===== config.mk =====
export PLATFORM = sky130hd
export DESIGN_NAME = out_port_bcd_display
export DESIGN_NICKNAME = d
export VERILOG_FILES = /design/src/rtl/out_port_bcd_display.sv
export SDC_FILE = /design/constraint.sdc
export NUM_CORES = 1
export LEC_CHECK = 0
export CORE_ASPECT_RATIO = 1.25
export CORE_UTILIZATION = 45
export CTS_BUF_LIST = sky130_fd_sc_hd__clkbuf_16
export DETAILED_ROUTE_END_ITERATION = 10
export RECOVER_POWER = 50
export SETUP_SLACK_MARGIN = 0.5
export SYNTH_ARGS = -nofsm -noshare
export SYNTH_HDL_FRONTEND = slang
export SYNTH_SLANG_ARGS = --single-unit

===== constraint.sdc =====
create_clock -name clock -period 8.6 [get_ports clock]
set_input_delay 1.72 -clock clock [delete_from_list [all_inputs] [get_ports clock]]
set_output_delay 1.72 -clock clock [all_outputs]
set_load 0.005 [all_outputs]

===== src/rtl/out_port_bcd_display.sv =====
// out_port_bcd_display
//   Watches the CPU output port and shows its unsigned value as six decimal
//   digits on active-low 7-segment outputs hex5..hex0.
//   The binary-to-BCD conversion is sequential double-dabble, one shift-add-3
//   step per clock. All six digits load together at the end of a conversion.
//
//   Optional feature (compile-time macro LEADING_ZERO_BLANK_EN):
//     defined   - zero digits above the most significant nonzero digit are
//                 blanked (7'h7F); hex0 always shows a digit; hex1..5 reset blank.
//     undefined - all six digits show, with leading zeros.
//
//   Handshake: there is no input handshake. A conversion starts whenever the
//   FSM is IDLE and out_port differs from the last captured value. Changes to
//   out_port during CONV/LOAD are ignored until the FSM returns to IDLE, where
//   out_port is compared again. 'busy' is high from capture until the hex
//   registers load, and 'update' pulses for exactly the one cycle after the
//   hex outputs take their new values.
module out_port_bcd_display #(
    parameter int IN_WIDTH  = 32,
    parameter int MAX_VALUE = 999999
) (
    input  logic                clock,
    input  logic                reset,
    input  logic [IN_WIDTH-1:0] out_port,
    output logic [6:0]          hex0,
    output logic [6:0]          hex1,
    output logic [6:0]          hex2,
    output logic [6:0]          hex3,
    output logic [6:0]          hex4,
    output logic [6:0]          hex5,
    output logic                busy,
    output logic                update,
    output logic                overflow
);

    localparam int STEP_W = $clog2(IN_WIDTH + 1);
    localparam logic [STEP_W-1:0]   LAST_STEP = STEP_W'(IN_WIDTH - 1);
    localparam logic [IN_WIDTH-1:0] MAX_VAL   = IN_WIDTH'(MAX_VALUE);

    localparam logic [6:0] SEG_ZERO  = 7'h40;
    localparam logic [6:0] SEG_DASH  = 7'h3F;
`ifdef LEADING_ZERO_BLANK_EN
    localparam logic [6:0] SEG_BLANK = 7'h7F;
    localparam logic [6:0] LEAD_RESET = SEG_BLANK;
`else
    localparam logic [6:0] LEAD_RESET = SEG_ZERO;
`endif

    typedef enum logic [1:0] {
        IDLE = 2'd0,
        CONV = 2'd1,
        LOAD = 2'd2
    } state_t;

    state_t state;
    state_t state_next;

    logic [IN_WIDTH-1:0] last;
    logic [IN_WIDTH-1:0] shift;
    logic [23:0]         bcd;
    logic [23:0]         bcd_adj;
    logic [STEP_W-1:0]   step;
    logic                ovf_q;
    logic                start;
    logic [6:0]          hex_q    [6];
    logic [6:0]          seg_next [6];

    // Active-low segment code for one BCD digit; anything above 9 shows a dash.
    function automatic logic [6:0] seg7(input logic [3:0] d);
        logic [6:0] s;
        case (d)
            4'd0:    s = 7'h40;
            4'd1:    s = 7'h79;
            4'd2:    s = 7'h24;
            4'd3:    s = 7'h30;
            4'd4:    s = 7'h19;
            4'd5:    s = 7'h12;
            4'd6:    s = 7'h02;
            4'd7:    s = 7'h78;
            4'd8:    s = 7'h00;
            4'd9:    s = 7'h10;
            default: s = SEG_DASH;
        endcase
        return s;
    endfunction

    assign start = (state == IDLE) && (out_port != last);

    // State register.
    always_ff @(posedge clock) begin
        if (reset) begin
            state <= IDLE;
        end else begin
            state <= state_next;
        end
    end

    // Next-state logic: IDLE -> CONV on a new value, CONV runs IN_WIDTH steps, LOAD for one cycle.
    always_comb begin
        state_next = state;
        case (state)
            IDLE:    if (start) state_next = CONV;
            CONV:    if (step == LAST_STEP) state_next = LOAD;
            LOAD:    state_next = IDLE;
            default: state_next = IDLE;
        endcase
    end

    // Add-3 correction for every BCD nibble that is 5 or more before the shift.
    always_comb begin
        bcd_adj = bcd;
        for (int i = 0; i < 6; i++) begin
            if (bcd[4*i +: 4] >= 4'd5) begin
                bcd_adj[4*i +: 4] = bcd[4*i +: 4] + 4'd3;
            end
        end
    end

`ifdef LEADING_ZERO_BLANK_EN
    logic [5:0] lead_zero;

    // lead_zero[i] is set when digit i and every digit above it are zero.
    always_comb begin
        lead_zero    = '0;
        lead_zero[5] = (bcd[23:20] == 4'd0);
        for (int i = 4; i >= 1; i--) begin
            lead_zero[i] = lead_zero[i+1] && (bcd[4*i +: 4] == 4'd0);
        end
    end
`endif

    // Segment codes for the finished BCD value; overflow forces dashes, never blanked.
    always_comb begin
        for (int i = 0; i < 6; i++) begin
            seg_next[i] = ovf_q ? SEG_DASH : seg7(bcd[4*i +: 4]);
`ifdef LEADING_ZERO_BLANK_EN
            if (!ovf_q && (i > 0) && lead_zero[i]) begin
                seg_next[i] = SEG_BLANK;
            end
`endif
        end
    end

    // Datapath: capture, double-dabble steps, and the atomic load of all six digits.
    always_ff @(posedge clock) begin
        if (reset) begin
            last     <= '0;
            shift    <= '0;
            bcd      <= '0;
            step     <= '0;
            ovf_q    <= 1'b0;
            busy     <= 1'b0;
            update   <= 1'b0;
            overflow <= 1'b0;
            hex_q[0] <= SEG_ZERO;
            for (int i = 1; i < 6; i++) begin
                hex_q[i] <= LEAD_RESET;
            end
        end else begin
            update <= 1'b0;
            case (state)
                IDLE: begin
                    if (start) begin
                        shift <= out_port;
                        last  <= out_port;
                        bcd   <= '0;
                        step  <= '0;
                        ovf_q <= (out_port > MAX_VAL);
                        busy  <= 1'b1;
                    end
                end
                CONV: begin
                    // Bits carried out of the top nibble are dropped; ovf_q already flags that case.
                    bcd   <= {bcd_adj[22:0], shift[IN_WIDTH-1]};
                    shift <= {shift[IN_WIDTH-2:0], 1'b0};
                    step  <= step + STEP_W'(1);
                end
                LOAD: begin
                    for (int i = 0; i < 6; i++) begin
                        hex_q[i] <= seg_next[i];
                    end
                    update   <= 1'b1;
                    busy     <= 1'b0;
                    overflow <= ovf_q;
                end
                default: ;
            endcase
        end
    end

    assign hex0 = hex_q[0];
    assign hex1 = hex_q[1];
    assign hex2 = hex_q[2];
    assign hex3 = hex_q[3];
    assign hex4 = hex_q[4];
    assign hex5 = hex_q[5];

endmodule


Word level (Yosys, flattened, before mapping)
Memories as Yosys holds them, arrays and structs flattened. A register that Yosys moved wholly into a read port is not among the register bits.
Cells that the tools add are included.
Widths: inputs -> output; s select.
{ "totals": {"regBits": 100, "output_inout_bits": 45, "mem_count": 7, "rom_bits": 672, "elab_cells": 96, "ram_bits": 42} }
{ "memory_table": {"columns": ["memory", "depth", "word_bits", "rd", "rd_clocked_by_memory_dff", "write_ports", "line_no", "rtl"], "rows": [
  ["(no name shown)", 16, 7, 1, 1, 0, "71", "case (d)"],
  ["(no name shown)", 16, 7, 1, 1, 0, "71", null],
  ["(no name shown)", 16, 7, 1, 1, 0, "71", null],
  ["(no name shown)", 16, 7, 1, 1, 0, "71", null],
  ["(no name shown)", 16, 7, 1, 1, 0, "71", null],
  ["(no name shown)", 16, 7, 1, 1, 0, "71", null],
  ["1 more memories", null, null, null, null, null, null, null]
]} }
{ "op_classes": {"reduce_logical": 8, "bitwise_logic": 6, "addsub": 7, "n_lt_le_gt_ge": 7, "n_eq_ne": 6, "mux": 46} }
{ "op_table": {"columns": ["operator", "count"], "rows": [
  ["$mux 7", 12],
  ["$mux 4", 17],
  ["$pmux 32 s2", 1],
  ["$pmux 24 s2", 1],
  ["$gt 32x20->1 const B", 1],
  ["$mux 32", 1],
  ["$ne 32x32->1", 1],
  ["$ge 4x3->1 const B", 6],
  ["$mux 24", 1],
  ["$add 4x2->4 const B", 5],
  ["$pmux 6 s2", 1],
  ["$reduce_and 2->1", 4],
  ["$add 6x1->6 const B", 1],
  ["$eq 6x5->1 const B", 1],
  ["$mux 1", 6],
  ["$mux 6", 1],
  ["$or 1x1->1", 6],
  ["$mux 2", 2],
  ["$ne 2x2->1 const B", 2],
  ["$pmux 2 s2", 1],
  ["$reduce_bool 2->1", 2],
  ["$add 3x2->3 const B", 1],
  ["$mux 3", 1],
  ["$eq 2x1->1 const B", 1],
  ["4 further kinds", 4]
]} }

Logic depth before layout (Yosys ltp)
{ "logic_depth": {"word_depth": 6, "depth_mapped": 13, "depth_no_buf": 13} }

Worst setup path after synthesis
OpenSTA, ideal clock, no wires.
{ "synth_path": {"path_kind": "input-to-reg", "startpoint": "in out_port[21]", "endpoint": "reg with a tool-made name", "required_ns": 8.530, "slack_ns": 4.524, "stages": 13, "setup_time_ns": 0.070, "t_arrival_ns": 4.006, "path_cell_list": "xor2_1 -> nor4_1 -> nand4_1 -> o31ai_4 -> buf_6 -> buf_6 -> a22oi_1 -> or2_2 -> inv_1 -> ha_1 -> inv_1 -> mux2_2 -> a21oi_1"} }
{ "synth_rtl": {"columns": ["item", "line_no", "rtl"], "rows": [
  ["start, declared", "24", "input logic [IN_WIDTH-1:0] out_port,"]
]} }

==> run_results.csv <==
group,metric,value,unit
detailed_routing,wl,18450,um
cells_and_area,seqCellArea,0.004104,mm2
detailed_routing,drtIter0Drc,411,
floorplanning,core_area,0.01892,mm2
synthesis,synth_top_area_cell,"dfxtp_1",
cells_and_area,antenna_cells,0,
synthesis,syn_nets,1034,
synthesis,ys_seq_elements,184,
grt,grt_usage,19.83,%
grt,grt_first_pass_wirelength,31220,um
cells_and_area,synthToLayoutAreaGrowth,16.54,%
pwr,p_comb_share,6.5,%
floorplanning,core.rowCount,56,
detailed_routing,ant_nets,0,
timing,fmax,176.4,MHz
detailed_routing,route.vias.total,6654,
clock_tree,cts_buffers,17,
clock_tree,cts.path.max_buffers,2,
clock_tree,clock_latency,0.43,ns
clock_tree,cts_tree,"done",
grt,grt_antenna_before_repair,0,
synthesis,ys_top_cells_by_area,"dfxtp_1, edfxtp_1, nand2_1, ha_1, a21oi_1",
timing,relSlewSlack,-93.60,%
cells_and_area,fin_nets,1080,
place,place_area,0.009623,mm2
setup_path,worstPathArrival,5.68,ns
synthesis,yosysWarnings,0,
pwr,seq_power_share,51.0,%
setup_path,endpoint_kind,"register",
cells_and_area,drive_gt1_share,6.890,%
timing,finalHoldViolations,0,
clock_tree,clock-sinks,184,
synthesis,synth_commonest_cells,"nand2_1, dfxtp_1, nor2_1, a21oi_1, inv_1",
timing,tightest_slew,2.904,ns
floorplanning,die_w,126.6,um
timing,setup-tns-final,0,ns
floorplanning,io_pins,79,
cells_and_area,multi_input_area,0.004183,mm2
worst_hold_path,hold_path_depth,2,
floorplanning,start_util,46.18,%
detailed_routing,routedWlPerCell,14.78,um
setup_path,worst_path_most_repeated_cell,"clkbuf_1",
setup_path,critPathMaxStageDelay,2.01,ns
place,pre_cts_slack,3.252,ns
setup_path,cp.required,8.61,ns
setup_path,critical_path_class,"input pin to register",
worst_hold_path,hp-class,"register to register",
grt,grt_overflow,0,
grt,grt_pass1_vias,6306,
timing,fin_skew,0.01155,ns
timing,fin_ws,2.932,ns
setup_path,r2r_slack,5.24,ns
pwr,power,1.813,mW
floorplanning,die_area,0.01998,mm2
pwr,leakage,4.047,nW
clock_tree,cts.repair.resized,0,
place,dpl.cell_count,1216,
setup_path,critPathTopFamily,"buffers and inverters",
synthesis,synthesis.instances,957,
place,port_buffers,78,
pwr,p_sw,422.4,uW
place,place_congestion,0.8274,
timing,setup_viol,0,
setup_path,critical_path_cell_count,4,
cells_and_area,final_cells,1248,
synthesis,ys.flop_type,"dfxtp_1",
detailed_routing,viasPerCell,5.332,
pwr,cellPowerDensity,178.1,mW/mm2
outcome,status,"finished with violations",
cells_and_area,nFillCells,1788,
clock_tree,cts_hold_buf,0,
pwr,swShare,23.30,%
synthesis,synth_edf_count,42,
setup_path,crit_chain,"clkbuf_1 > a21oi_1 > inv_1 > clkbuf_1",
synthesis,synth_area,0.008736,mm2
synthesis,seq_area_frac_synth,46.98,%
clock_tree,cts-htree-levels,4,
clock_tree,cts_setup_buffers,0,
clock_tree,clk_transition_reported_paths,0.07,ns
setup_path,reg2reg_from,"last[31]",
synthesis,syn_avg_cell_area,9.128,um2
setup_path,cp_num_buf_inv,3,
timing,period_needed,5.668,ns
detailed_routing,drc_errors,0,
pwr,ir_drop,0.1135,mV
setup_path,rr_worst_depth,11,
timing,grt_setup_unrepaired,"false",
cells_and_area,fin_area,0.01018,mm2
setup_path,start_kind,"input pin",
place,place_hpwl,12320,um
synthesis,async_flop_share,0,%
synthesis,synth.top_cell.area_share,32.54,%
grt,grt_max_degree,70,
timing,period_share,65.91,%
clock_tree,clockRootBuffer,"clkbuf_16",
setup_path,endpoint,"hex_q[0][5]",
detailed_routing,dr.pass1.iters,5,
outcome,failed_checks,"capacitance limit, slew limit",
setup_path,crit_slowest_cell,"clkbuf_1",
setup_path,worstSetupStartpoint,"reset",
timing,slew_violations,156,
setup_path,path_max_fanout,66,
synthesis,post-synth-top-count-cell,"nand2_1",
timing,hold_slack,0.4678,ns
synthesis,synthDistinctLibCells,67,
floorplanning,fp.dieH,157.8,um
pwr,internal-power,1.391,mW
job,maxCapViolations,3,
cells_and_area,final_util,53.82,%
pwr,clkPwrFrac,42.5,%
-- routing by layer --
metal | GRT usage (%) | routed length (um) | up-vias
met2 | 34.20 | 9087 | 133
met5 | 0 | 0 | -
met3 | 3.109 | 610 | 25
li1 | - | - | 3426
met1 | 25.09 | 8434 | 3070
met4 | 7.229 | 318 | 0
-- cells by family after synthesis --
family	Yosys count	share of synthesized area, %
AOI/OAI and AO/OA	249	19.74
xor gates and xnor gates	39	3.910
adders and majority gates	43	6.159
buffers and inverters	112	5.299
DFF	184	46.98
muxes	13	1.575
and+or+nand+nor	317	16.34
-- power by group through the flow --
stage	clock network [mW]	registers, mW	logic (mW)
CTS	0.788	0.925	0.125
finish	0.770	0.925	0.118
detailed placement	0	0.944	0.125
global route	0.824	0.927	0.133
floorplan	0	0.942	0.0613
global placement	0	0.944	0.124
-- worst min-delay path: cells and delay by family, from the launching register on --
family           cells  cell delay (ns)
AO/OA/AOI/OAI        1             0.05
flip-flops           1             0.32
AND/OR/NAND/NOR      1             0.05
-- worst min-delay path by stage --
stage / startpoint / end / slack, ns
final: last[4] / last[4] / 0.47
after global routing: last[11] / last[11] / 0.48
after CTS: last[27] / last[27] / 0.47
after detailed placement: last[27] / last[27] / 0.46
after global placement: last[6] / last[6] / 0.45
after floorplan: last[0] / last[0] / 0.45
-- layout by cell type, fill, tap and decap left out, drive strengths merged, types with 4 or more instances in the layout --
cell type,instances
a211oi,7
xor2,33
nor2b,5
a21o,5
dfxtp,142
or2,4
xnor2,6
a31oi,5
ha,43
nand4,8
mux2,6
inv,57
o22ai,5
clkbuf,20
dlygate4sd3,45
nand2,147
edfxtp,42
nor3b,5
and3,4
nor4,18
clkinv,8
and2,5
mux2i,7
nand2b,13
o21a,40
o31ai,5
clkdlybuf4s50,32
nand3,6
a311oi,33
a22oi,11
a21oi,79
buf,7
nor3,10
o21ai,35
nor2,82
-- layout make-up --
| type | count | area share [%] |
|---|---|---|
| Clock inverter | 15 | 1.462 |
| Tap cell | 232 | 2.851 |
| Sequential cell | 184 | 40.31 |
| Timing Repair Buffer | 87 | 8.197 |
| Clock buffer | 17 | 4.178 |
| Inverter | 52 | 1.917 |
| Multi-Input combinational cell | 661 | 41.08 |
No activity file was read; power rests on OpenSTA's default activity.
